### config.mk
export PLATFORM = sky130hd
export DESIGN_NAME = ysyx_23060136_exu_div_ctrl
export DESIGN_NICKNAME = d
export VERILOG_FILES = /design/src/rtl/ysyx_23060136_exu_div_ctrl.sv
export SDC_FILE = /design/constraint.sdc
export NUM_CORES = 1
export LEC_CHECK = 0
export BUFFER_PORTS_ARGS = -buffer_cell sky130_fd_sc_hd__buf_4
export CAP_MARGIN = 25
export CORE_MARGIN = 2
export CORE_UTILIZATION = 25
export DETAILED_ROUTE_END_ITERATION = 8
export RECOVER_POWER = 25
export SETUP_SLACK_MARGIN = 0.02
export SLEW_MARGIN = 25
export SYNTH_ARGS = -nofsm -noshare
export SYNTH_HDL_FRONTEND = slang
export SYNTH_SLANG_ARGS = --single-unit
### constraint.sdc
create_clock -name clk_i -period 3.1 [get_ports clk_i]
set_clock_uncertainty 0.05 [all_clocks]
set_input_delay 0.31 -clock clk_i [delete_from_list [all_inputs] [get_ports clk_i]]
set_output_delay 0.31 -clock clk_i [all_outputs]
set_load 0.02 [all_outputs]
### src/rtl/ysyx_23060136_exu_div_ctrl.sv
// ---------------------------------------------------------------------------
// ysyx_23060136_exu_div_ctrl
//   Issue/result controller between the EXU operand stage and the iterative
//   divider. It settles divide-by-zero and signed-overflow locally. It answers
//   a DIV/REM pair on identical operands from a one-entry result cache. Every
//   other request goes through the divider handshake. The selected result is
//   held until writeback accepts it.
//
// Ports
//   clk_i, rst_ni              clock, synchronous active-low reset
//   in_valid_i / in_ready_o    request handshake (ready only in IDLE)
//   in_op_i, in_word_i         00 DIV, 01 DIVU, 10 REM, 11 REMU; W variant
//   in_src1_i, in_src2_i       dividend, divisor
//   in_rd_i                    destination tag, passed through
//   flush_i                    kills the request in flight
//   out_valid_o / out_ready_i  result handshake
//   out_data_o, out_rd_o       result and its tag, held while out_valid_o
//   div_valid_o / div_ready_i  divider request handshake
//   div_divw_o, div_signed_o   divider mode
//   div_dividend_o/_divisor_o  registered operands for the divider
//   div_out_valid_i            one-cycle completion pulse
//   div_quotient_i/_remainder_i divider results, valid with the pulse
// ---------------------------------------------------------------------------
module ysyx_23060136_exu_div_ctrl #(
  parameter int XLEN     = 64,
  parameter bit CACHE_EN = 1'b1
) (
  input  logic            clk_i,
  input  logic            rst_ni,
  input  logic            in_valid_i,
  output logic            in_ready_o,
  input  logic [1:0]      in_op_i,
  input  logic            in_word_i,
  input  logic [XLEN-1:0] in_src1_i,
  input  logic [XLEN-1:0] in_src2_i,
  input  logic [4:0]      in_rd_i,
  input  logic            flush_i,
  output logic            out_valid_o,
  input  logic            out_ready_i,
  output logic [XLEN-1:0] out_data_o,
  output logic [4:0]      out_rd_o,
  output logic            div_valid_o,
  input  logic            div_ready_i,
  output logic            div_divw_o,
  output logic            div_signed_o,
  output logic [XLEN-1:0] div_dividend_o,
  output logic [XLEN-1:0] div_divisor_o,
  input  logic            div_out_valid_i,
  input  logic [XLEN-1:0] div_quotient_i,
  input  logic [XLEN-1:0] div_remainder_i
);

  localparam int TAG_W = 2*XLEN + 2;
  localparam logic [XLEN-1:0] MIN_NEG = {1'b1, {(XLEN-1){1'b0}}};

  typedef enum logic [2:0] {
    S_IDLE, S_ISSUE, S_WAIT, S_DONE, S_DRAIN
  } state_e;

  state_e            state_q;
  logic [1:0]        op_q;
  logic              word_q;
  logic              out_valid_q, div_valid_q, div_divw_q, div_signed_q;
  logic [XLEN-1:0]   out_data_q, dividend_q, divisor_q;
  logic [4:0]        out_rd_q;
  logic              cache_vld_q;
  logic [TAG_W-1:0]  cache_tag_q;
  logic [XLEN-1:0]   cache_quo_q, cache_rem_q;

  // W results are always the sign-extended low word, unsigned forms included.
  function automatic logic [XLEN-1:0] fmt(input logic [XLEN-1:0] v, input logic w);
    fmt = w ? {{(XLEN-32){v[31]}}, v[31:0]} : v;
  endfunction

  // Classification of the incoming request
  logic             accept, is_zero, is_ovf, is_hit, fast;
  logic [TAG_W-1:0] in_tag;
  logic [XLEN-1:0]  fast_quo, fast_rem, fast_res, div_res;

  assign accept  = in_valid_i && in_ready_o && !flush_i;
  assign in_tag  = {in_src1_i, in_src2_i, in_word_i, in_op_i[0]};
  assign is_zero = in_word_i ? (in_src2_i[31:0] == 32'd0) : (in_src2_i == '0);
  assign is_ovf  = !in_op_i[0] &&
                   (in_word_i ? (in_src1_i[31:0] == 32'h8000_0000 &&
                                 in_src2_i[31:0] == 32'hFFFF_FFFF)
                              : (in_src1_i == MIN_NEG && in_src2_i == '1));
  assign is_hit  = CACHE_EN && cache_vld_q && (cache_tag_q == in_tag);
  assign fast    = is_zero || is_ovf || is_hit;

  always_comb begin
    fast_quo = cache_quo_q;
    fast_rem = cache_rem_q;
    if (is_zero) begin
      fast_quo = '1;
      fast_rem = in_src1_i;
    end else if (is_ovf) begin
      fast_quo = in_src1_i;
      fast_rem = '0;
    end
  end

  assign fast_res = fmt(in_op_i[1] ? fast_rem : fast_quo, in_word_i);
  assign div_res  = fmt(op_q[1] ? div_remainder_i : div_quotient_i, word_q);

  always_ff @(posedge clk_i) begin
    if (!rst_ni) begin
      state_q      <= S_IDLE;
      op_q         <= '0;
      word_q       <= 1'b0;
      out_valid_q  <= 1'b0;
      out_data_q   <= '0;
      out_rd_q     <= '0;
      div_valid_q  <= 1'b0;
      div_divw_q   <= 1'b0;
      div_signed_q <= 1'b0;
      dividend_q   <= '0;
      divisor_q    <= '0;
      cache_vld_q  <= 1'b0;
      cache_tag_q  <= '0;
      cache_quo_q  <= '0;
      cache_rem_q  <= '0;
    end else begin
      unique case (state_q)
        S_IDLE: if (accept) begin
          op_q     <= in_op_i;
          word_q   <= in_word_i;
          out_rd_q <= in_rd_i;
          if (fast) begin
            out_data_q  <= fast_res;
            out_valid_q <= 1'b1;
            state_q     <= S_DONE;
          end else begin
            div_valid_q  <= 1'b1;
            div_divw_q   <= in_word_i;
            div_signed_q <= ~in_op_i[0];
            dividend_q   <= in_src1_i;
            divisor_q    <= in_src2_i;
            state_q      <= S_ISSUE;
          end
        end
        S_ISSUE: begin
          if (flush_i) begin
            div_valid_q <= 1'b0;
            state_q     <= S_IDLE;
          end else if (div_ready_i) begin
            div_valid_q <= 1'b0;
            state_q     <= S_WAIT;
          end
        end
        S_WAIT: begin
          if (flush_i) begin
            // A pulse that coincides with the flush is the one DRAIN would wait for.
            state_q <= div_out_valid_i ? S_IDLE : S_DRAIN;
          end else if (div_out_valid_i) begin
            out_data_q  <= div_res;
            out_valid_q <= 1'b1;
            state_q     <= S_DONE;
            if (CACHE_EN) begin
              cache_vld_q <= 1'b1;
              cache_tag_q <= {dividend_q, divisor_q, word_q, op_q[0]};
              cache_quo_q <= div_quotient_i;
              cache_rem_q <= div_remainder_i;
            end
          end
        end
        S_DONE: if (flush_i || out_ready_i) begin
          out_valid_q <= 1'b0;
          state_q     <= S_IDLE;
        end
        S_DRAIN: if (div_out_valid_i) state_q <= S_IDLE;
        default: state_q <= S_IDLE;
      endcase
    end
  end

  assign in_ready_o     = (state_q == S_IDLE);
  // A flush in ISSUE must not let the divider see a handshake that cycle.
  assign div_valid_o    = div_valid_q && !flush_i;
  assign div_divw_o     = div_divw_q;
  assign div_signed_o   = div_signed_q;
  assign div_dividend_o = dividend_q;
  assign div_divisor_o  = divisor_q;
  assign out_valid_o    = out_valid_q;
  assign out_data_o     = out_data_q;
  assign out_rd_o       = out_rd_q;

endmodule

==> run metrics <==
status=complete, but fails checks; failing checks=negative setup slack; layout net count=3701; Yosys top cell area share=between 40 and 50%; Post-synth EDFFs=0; Tightest Hold Check Type=in2reg; min Tclk post-route=3.68 ns; ys async rst share=0%; register bit total from synthesis=between 400 and 500; Crit Reg-Reg Endpoint=out_data_o[41]; WHS=around 0.027 ns; gpl congestion=~1; Mapped Nets=approximately 2800; initial antenna violation count=15; prevailing post-synth register cell=dfxtp_1; via count=23319; Worst-Skew Late Latency=approximately 0.62 ns; Internal=between 10000 and 15000 µW; register area share after synthesis=a little over two fifths; Crit. End Element=flip-flop; first-pass GRT wire length=roughly 160 mm; pin count of the biggest net entering global routing=162; synth top area cells=dfxtp_1 (42%), nand2_1 (9.8%), a21boi_0 (9.1%); total of max-cap violations=0; Pwr Density=~440 nW/µm²; Worst Hold Path Cells=3; IO Port Bufs=472; Post-synth top cells=nand2_1 (579), dfxtp_1 (466), a21boi_0 (267), mux2i_1 (190), clkbuf_1 (157); CP arrival=around 4.2 ns; Total GRT Usage=between 20% and 30%; Die Ht=between 300 and 400 µm; Cells after DPL=4315; Post-Syn Area=about 22000 µm²; final non-filler cell total=around 4600; Worst Setup EP=out_data_o[41]; floorplan die width=~300 µm; clock network power share=42.5%; antenna viol nets, final=0; Synth-to-Final Area Change=51.1%; RSZ-0062 raised after global routing=yes; Leak=approximately 0.014 µW; max-slew violations=0; measured slew at the worst slew-check pin=roughly 1.0 ns; drt drc=0; die area=about 91000 µm²; sum of negative setup slack=-93.72 ns; Max clock buf depth=3; setup slack at placement=-1.29 ns; Overflow after GRT=0; Initial Util=about 25%; core area=about 88000 µm²; htree depth=2; maximum vdd ir drop=just over 0.4 mV; synthesized instance count=~2600; dpl hpwl=around 82 mm; # IOs=473; ratio of cells with drive above 1 in the final layout=24.8%; Avg Cell Area, Syn=approximately 8.6 µm²; setup violators final=between 150 and 200; max_slew headroom=30.6%; Sw Pwr=around 4000 µW; Net Sw Frac=a little over a quarter; FP Rows=109; Worst EP required=3.61 ns; TritonCTS buffer count=54; critical path type=reg2reg; Fin. Hold Viols=0; Crit. Startpoint=cache_tag_q[44]; fmax=around 270 MHz; Iter 0 DRT Violations=between 2000 and 2500; per-cell routed wire length=around 25 µm; reg-to-reg slack, setup=-0.58 ns; post-route setup slack=-0.577 ns; CTS tree=yes; most frequent cell after synthesis=nand2_1; vias in the first global route=between 20000 and 25000; area leader, netlist=dfxtp_1; vias per inst=about 5; Pwr Total=about 15000 µW; CP Max Fanout=5; Num Clock Sinks=roughly 470; RR Startpoint=cache_tag_q[44]; Yosys Warn Count=0; Netlist cell types=60; clock-pin slew of the registers on the worst-case setup and hold paths=about 0.06 ns; FF-to-FF path depth=13; crit start category=flip-flop; Tcrit/Tclk final=119%; Root Buffer=clkbuf_16; DRT Pass-1 Iters=7; Flop pwr share=42.1%; Comb pwr share=15.4%; WL final=roughly 120 mm
==> worst min path at each step <==
stage               slack (ns)           from           endpoint
finish                    0.03  in_src2_i[51]  div_divisor_o[51]
global route              0.03  in_src2_i[62]  div_divisor_o[62]
CTS                      0.006  in_src2_i[51]  div_divisor_o[51]
detailed placement        0.40    div_valid_q        div_valid_q
global placement          0.39    div_valid_q        div_valid_q
floorplan                 0.38    div_valid_q        div_valid_q
==> routing by layer <==
layer  track usage, %  part of all wire [%]
met1             32.8                    43
met5                0                 0.063
met3             4.60                   8.3
met2             37.4                    44
met4             8.67                   4.3
==> per-stage QoR <==
| step | instance area, µm² | util (%) |
|---|---|---|
| 2_1_floorplan | 22100 | - |
| 3_3_place_gp | 29200 | 33.2 |
| 3_5_place_dp | 29200 | 33.2 |
| 4_1_cts | 33200 | 37.7 |
| 5_1_grt | 33400 | 37.9 |
| 6_report | 33400 | 37.9 |
==> state kept, by name, summed over array words and instances, names as in the netlist <==
| name | cells |
|---|---|
| word_q | 1 |
| state_q | 3 |
| div_signed_o | 1 |
| cache_rem_q | 64 |
| out_valid_o | 1 |
| cache_vld_q | 1 |
| op_q | 2 |
| div_dividend_o | 64 |
| out_rd_o | 5 |
| div_divw_o | 1 |
| div_divisor_o | 64 |
| div_valid_q | 1 |
| cache_tag_q | 130 |
| out_data_o | 64 |
| cache_quo_q | 64 |
==> kinds of logic after synthesis <==
kind of cell              after synthesis  synth area share [%]
and+or+nand+nor                       910                  19.8
AOI/OAI and AO/OA                     659                  22.1
DFF                                   466                  42.2
buffers and inverters                 277                  5.14
muxes                                 196                  8.92
xor gates and xnor gates               47                  1.86
==> power by group through the flow <==
| stage | clock [µW] | sequential (µW) | combinational, µW |
|---|---|---|---|
| after global placement | 0 | 6320 | 1920 |
| after global routing | 6580 | 6200 | 2350 |
| after CTS | 6350 | 6190 | 2210 |
| after detailed placement | 0 | 6320 | 1930 |
| after floorplan | 0 | 6390 | 607 |
| final | 6260 | 6190 | 2260 |
==> final cells by class <==
type                    count  area [µm²]
fillers                  9034       54600
multi-input cells        1814       11900
flip-flops and latches    466        9330
repair buffers           1008        8680
clock buffers              76        1520
well taps                1165        1460
inverters                  86         323
clock inverters            15         146
diodes                      4        10.0
==> layout by cell type (no fill, tap or decap), drive strengths merged, types with 7 or more instances in the layout <==
cell and n:
a211o 26, a21boi 267, a21o 32, a21oi 97, a221o 42, a221oi 33, a22o 37, and4 13
and4b 22, buf 707, clkbuf 208, clkinv 14, dfxtp 466, dlygate4sd3 168, inv 84, mux2i 190
nand2 579, nand2b 7, nand3 8, nand4 39, nor2 14, nor2b 138, nor3 9, nor4 50
o21ai 40, o22ai 28, o2bb2ai 21, or4 11, xnor2 20, xor2 27
==> timing repair <==
action / in CTS / in global routing
cloned: 12 / 18
gates resized for setup: 42 / 31
endpoints found under the setup margin: 197 / 208
setup buffers: 19 / 10
pin swaps: 24 / 4
endpoints found under the hold margin: 155 / 0
hold buffers: 168 / 0
==> critical path, stage by stage (launching register included) <==
cell	delay (ns)
dfxtp_2	0.35
xnor2_4	0.19
buf_6	0.16
nand4_1	0.30
nor4_4	0.29
nand4_1	0.22
or4_1	0.45
or4_4	0.54
buf_12	0.18
a31oi_4	0.22
buf_6	0.19
clkbuf_16	0.18
and4b_1	0.18
a221o_1	0.10
No activity file was read; power rests on OpenSTA's default activity.
